### src/rtl/encrypt_sched_pkg.sv
// Shared types and sizing for the encrypt scheduler.
`define N_B 64
`define N_K 64
`define N_R 10
`define TMO (`N_R + 8)

package encrypt_sched_pkg;
  localparam int NB    = `N_B;
  localparam int NK    = `N_K;
  localparam int NR    = `N_R;
  localparam int TMO   = `TMO;
  localparam int CNT_W = $clog2(TMO + 1);

  typedef enum logic [1:0] {
    IDLE = 2'd0,
    RUN  = 2'd1,
    REL  = 2'd2,
    DONE = 2'd3
  } state_t;
endpackage

### src/rtl/encrypt_sched_rr_arb2.sv
// Two-way round-robin grant: a lone requester wins, a tie goes to pri.
module rr_arb2 (
  input  logic req0,
  input  logic req1,
  input  logic pri,
  output logic gnt_vld,
  output logic gnt_id
);
  always_comb begin
    gnt_vld = req0 | req1;
    gnt_id  = 1'b0;
    if (req0 && req1) begin
      gnt_id = pri;
    end else if (req1) begin
      gnt_id = 1'b1;
    end
  end
endmodule

### src/rtl/encrypt_sched.sv
// Time-multiplexes one iterative encrypt core between two four-phase requesters.
module encrypt_sched
  import encrypt_sched_pkg::*;
(
  input  logic          clk,
  input  logic          rst,
  input  logic          req0,
  input  logic          req1,
  input  logic [NB-1:0] m0,
  input  logic [NB-1:0] m1,
  input  logic [NK-1:0] k0,
  input  logic [NK-1:0] k1,
  output logic          ack0,
  output logic          ack1,
  output logic [NB-1:0] c0,
  output logic [NB-1:0] c1,
  output logic          core_req,
  output logic [NB-1:0] core_m,
  output logic [NK-1:0] core_k,
  input  logic          core_ack,
  input  logic [NB-1:0] core_c,
  output logic          busy,
  output logic          err
);
  state_t             state_reg, state_next;
  logic               pri_reg;
  logic [CNT_W-1:0]   cnt_reg;
  logic [NB-1:0]      m_reg;
  logic [NK-1:0]      k_reg;
  logic               id_reg;
  logic [NB-1:0]      c0_reg, c1_reg;
  logic               err_reg;
  logic               gnt_vld, gnt_id;
  logic               timeout;
  logic               req_sel;

  rr_arb2 u_arb (
    .req0   (req0),
    .req1   (req1),
    .pri    (pri_reg),
    .gnt_vld(gnt_vld),
    .gnt_id (gnt_id)
  );

  assign timeout = (cnt_reg == CNT_W'(TMO - 1));
  assign req_sel = id_reg ? req1 : req0;

  always_comb begin
    state_next = state_reg;
    case (state_reg)
      IDLE: if (gnt_vld) state_next = RUN;
      RUN:  if (core_ack || timeout) state_next = REL;
      REL:  if (!core_ack) state_next = DONE;
      DONE: if (!req_sel) state_next = IDLE;
      default: state_next = IDLE;
    endcase
  end

  always_ff @(posedge clk) begin
    if (rst) begin
      state_reg <= IDLE;
      pri_reg   <= 1'b0;
      cnt_reg   <= '0;
      m_reg     <= '0;
      k_reg     <= '0;
      id_reg    <= 1'b0;
      c0_reg    <= '0;
      c1_reg    <= '0;
      err_reg   <= 1'b0;
    end else begin
      state_reg <= state_next;
      case (state_reg)
        IDLE: begin
          cnt_reg <= '0;
          if (gnt_vld) begin
            id_reg <= gnt_id;
            m_reg  <= gnt_id ? m1 : m0;
            k_reg  <= gnt_id ? k1 : k0;
          end
        end
        RUN: begin
          cnt_reg <= cnt_reg + 1'b1;
          // A late ack on the final cycle still counts as a good result.
          if (core_ack) begin
            if (id_reg) c1_reg <= core_c;
            else        c0_reg <= core_c;
          end else if (timeout) begin
            err_reg <= 1'b1;
            if (id_reg) c1_reg <= '0;
            else        c0_reg <= '0;
          end
        end
        DONE: begin
          if (!req_sel) pri_reg <= ~id_reg;
        end
        default: ;
      endcase
    end
  end

  assign core_req = (state_reg == RUN);
  assign core_m   = m_reg;
  assign core_k   = k_reg;
  assign busy     = (state_reg != IDLE);
  assign ack0     = (state_reg == DONE) && !id_reg;
  assign ack1     = (state_reg == DONE) && id_reg;
  assign c0       = c0_reg;
  assign c1       = c1_reg;
  assign err      = err_reg;
endmodule

### config.mk
export PLATFORM = sky130hd
export DESIGN_NAME = encrypt_sched
export DESIGN_NICKNAME = d
export VERILOG_FILES = /design/src/rtl/encrypt_sched_pkg.sv /design/src/rtl/encrypt_sched_rr_arb2.sv /design/src/rtl/encrypt_sched.sv
export SDC_FILE = /design/constraint.sdc
export NUM_CORES = 1
export LEC_CHECK = 0
export ABC_AREA = 1
export CORE_AREA = 2 2 230 232
export CTS_CLUSTER_DIAMETER = 100
export CTS_CLUSTER_SIZE = 20
export DETAILED_ROUTE_END_ITERATION = 10
export DIE_AREA = 0 0 232 234
export PLACE_DENSITY_LB_ADDON = 0.25
export REMOVE_ABC_BUFFERS = 1
export SETUP_SLACK_MARGIN = 0.5
export SLEW_MARGIN = 10
export SYNTH_ARGS = -nofsm -noshare
export SYNTH_HDL_FRONTEND = slang
export SYNTH_HIERARCHICAL = 1
export SYNTH_SLANG_ARGS = --single-unit
### constraint.sdc
create_clock -name clk -period 1.9 [get_ports clk]
set_input_delay 0.285 -clock clk [delete_from_list [all_inputs] [get_ports clk]]
set_output_delay 0.285 -clock clk [all_outputs]
set_load 0.02 [all_outputs]
==> results of run 1 <==
area by class of cell:
cell class | instances | area share, %
Tap cell | 688 | 4.19
Antenna cell | 9 | 0.110
Timing Repair inverter | 2 | 0.134
Sequential cell | 266 | 26.0
Clock buffer | 19 | 2.11
Timing Repair Buffer | 687 | 31.7
Clock inverter | 3 | 0.122
Inverter | 362 | 6.77
Multi-Input combinational cell | 1155 | 28.8
metal layers:
layer	global-route usage, %	share of wire, %
met1	19.0	39
met5	0	0
met2	30.2	50
met3	5.03	7.8
met4	7.43	3.8
power groups by stage:
stage	registers (W)	logic, W	clock network, W
floorplan	0.00843	0.00299	0
global placement	0.00801	0.0108	0
detailed placement	0.00801	0.0109	0
finish	0.00798	0.0118	0.00374
CTS	0.00794	0.00977	0.00392
global route	0.00815	0.0127	0.00411
final timing paths:
path	from	end	cells past startpoint
worst min register to register	pri_reg$_SDFFE_PP0P_	pri_reg$_SDFFE_PP0P_	2
worst max register to register	cnt_reg[1]$_SDFFE_PP0P_	c1[27]$_SDFFE_PP0P_	11
worst min-delay path	m1[5]	core_m[5]$_SDFFE_PP0P_	5
worst max-delay path	cnt_reg[1]$_SDFFE_PP0P_	c1[27]$_SDFFE_PP0P_	11
cell usage after synthesis:
| cell type | number |
|---|---|
| nor3_1 | 3 |
| buf_6 | 6 |
| a21oi_1 | 4 |
| nand4_1 | 44 |
| nand2_1 | 600 |
| nand2_4 | 1 |
| buf_1 | 5 |
| inv_2 | 2 |
| nand3_4 | 2 |
| o21ai_0 | 1 |
| o21a_1 | 1 |
| a211oi_1 | 1 |
| clkbuf_1 | 50 |
| a22oi_1 | 1 |
| inv_1 | 360 |
| or2_1 | 1 |
| o211ai_1 | 128 |
| buf_2 | 66 |
| dfxtp_1 | 266 |
| nand3_1 | 132 |
| nor2_1 | 227 |
| ha_1 | 6 |
| nand2_2 | 1 |
| buf_4 | 2 |
| nor3b_1 | 1 |
timing repair:
item	CTS	global route
gates cloned	0	39
buffers inserted	2	12
resized for setup	976	473
hold endpoints to repair	0	0
endpoints found under the setup margin	524	372
pin swaps	3	75
per-stage QoR:
stage / util, % / power [W] / TNS, ns
floorplan: - / 0.0114 / -778.23
global placement: 37.1 / 0.0188 / 0
detailed placement: 37.1 / 0.0189 / -0.173
CTS: 36.1 / 0.0216 / 0
global route: 39.5 / 0.0250 / 0
finish: 39.5 / 0.0235 / 0
kinds of logic (layout without fill, tap and decap cells):
kind of cell,count (synthesis),in the layout,synth area share [%]
AO/OA/AOI/OAI,136,136,8.06
adder cells (fa/ha/maj),6,6,0.600
AND/OR/NAND/NOR,1012,1013,32.9
other,0,9,0
flip-flops,266,266,42.6
buffers and inverters,491,1073,15.8
worst min-delay path, stage by stage:
cell and delay (ns):
clkdlybuf4s50_1 0.39, nand2_1 0.06, nand3_1 0.07, o211ai_1 0.08
inv_1 0.04
==> results.yml, run 1 <==
hold_path:
  hold_class: "primary input to flip-flop"
detailed_routing:
  drc: 0
  drt_iter0_markers: 654
  routed_via_density: 4.34
  wl_per_cell_microns: 17.0
  antenna_left: 0
  first_pass_iters: 5
  wirelength_microns: 54200
  vias: 13857
yosys:
  yosysTopAreaCell: "dfxtp_1"
  syn_inst: 1911
  seq_area_frac_synth_pct: 42.6
  yosysWarnings: 6
  ys_top_cells_by_area: "dfxtp_1, nand2_1, inv_1"
  synth.ff_latch_count: 266
  synth_cell_type_count: 25
  postSynthAreaPerCell_sq_um: 6.55
  synth_top_area_share_pct: 42.6
  netlist_area_sq_um: 12500
run_status:
  outcome: "finished clean"
sta:
  fin_worst_skew_ns: 0.0131
  holdWs_ns: 0.427
  setup_viol: 0
  slew_headroom_pct: 76.3
  finalHoldViolCount: 0
  timing.fmax_mhz: 609
  rsz0062_at_grt: "true"
  period_minus_slack_ns: 1.64
  tightest_slew_ns: 0.355
  period_share_pct: 86.5
  slew_violations: 0
  setup_ws_ns: 0.257
clocking:
  clk_pin_slew_ns: 0.09
  clk_path_buf_depth: 3
  cts-root-buf: "clkbuf_16"
  htreeDepth: 1
  cts_tree: "yes"
  clk_latency_ns: 0.53
  cts_sinks: 266
  ctsHoldBuffers: 0
  cts_made_buffers: 17
pwr:
  vdd_drop_max_mv: 0.603
  internal_power_w: 0.0136
  power_frac_comb_pct: 50.1
  p_sw_share_pct: 41.9
  clkPwrFrac_pct: 15.9
  p_seq_share_pct: 34.0
  power_density_nw_per_um2: 1140
  p_switching_w: 0.00983
  leakage_nw: 10.6
setup_path:
  worstPathRequired_ns: 2.33
  max_stage_delay_ns: 0.34
  path_common_cell: "inv_2"
  endpoint_kind: "flip-flop"
  cp_cell_sequence: "inv_2 -> ha_4 -> nand2_2 -> inv_2 -> nand2_4 -> nand2_8 -> nand3_4 -> clkbuf_16 -> buf_12 -> nor2_2 -> nor2_1"
  path_class: "flip-flop to flip-flop"
  cp.buffers_inverters: 4
  startpoint_type: "flip-flop"
  slowest_stage: "dfxtp_2"
  rrSetupSlack_ns: 0.26
  arrival_ns: 2.07
  path_delay_family: "simple AND/OR/NAND/NOR gates"
  worstPathMaxFanout: 6
final_layout:
  instances_no_fill: 3191
  seq_area_sq_um: 5350
  syn2layout_area_growth_pct: 64.4
  drive_gt1_share_pct: 23.7
  design_area_sq_um: 20600
  multiInputGateArea_sq_um: 5930
  layout_common_cells: "nand2_1, inv_1, clkdlybuf4s50_1, dfxtp_1, nor2_1"
  nNetsFinal: 2822
  final_common_cell: "nand2_1"
  fillers: 5494
run:
  maxCapViolCount: 0
die:
  die_area_sq_um: 54300
  start_util_pct: 24.0
  coreArea_sq_um: 52000
  io-pin-count: 586
  die_h_microns: 234
  die_w_microns: 232
  fp-row-count: 84
place:
  gp_congestion: 0.820
  placed_area_sq_um: 19300
  detailed_place_hpwl_microns: 37100
  post-place-ws_ns: -0.0391
  port_buffers: 585
  place_inst: 3107
global_routing:
  grt_usage_pct: 17.1
  grt_pass1_wl_microns: 72700
  grt_pass1_vias: 12769
  grt_max_degree: 68
  antenna_found_initial: 11
  grt_overflow: 0
Note: power is estimated with default switching activity, not from simulation.
==> run 2: changes to the inputs <==
CAP_MARGIN = 20   (was default)
==> results of run 2 <==
No change in the layout: final DEF, timing and power equal those of run 1.
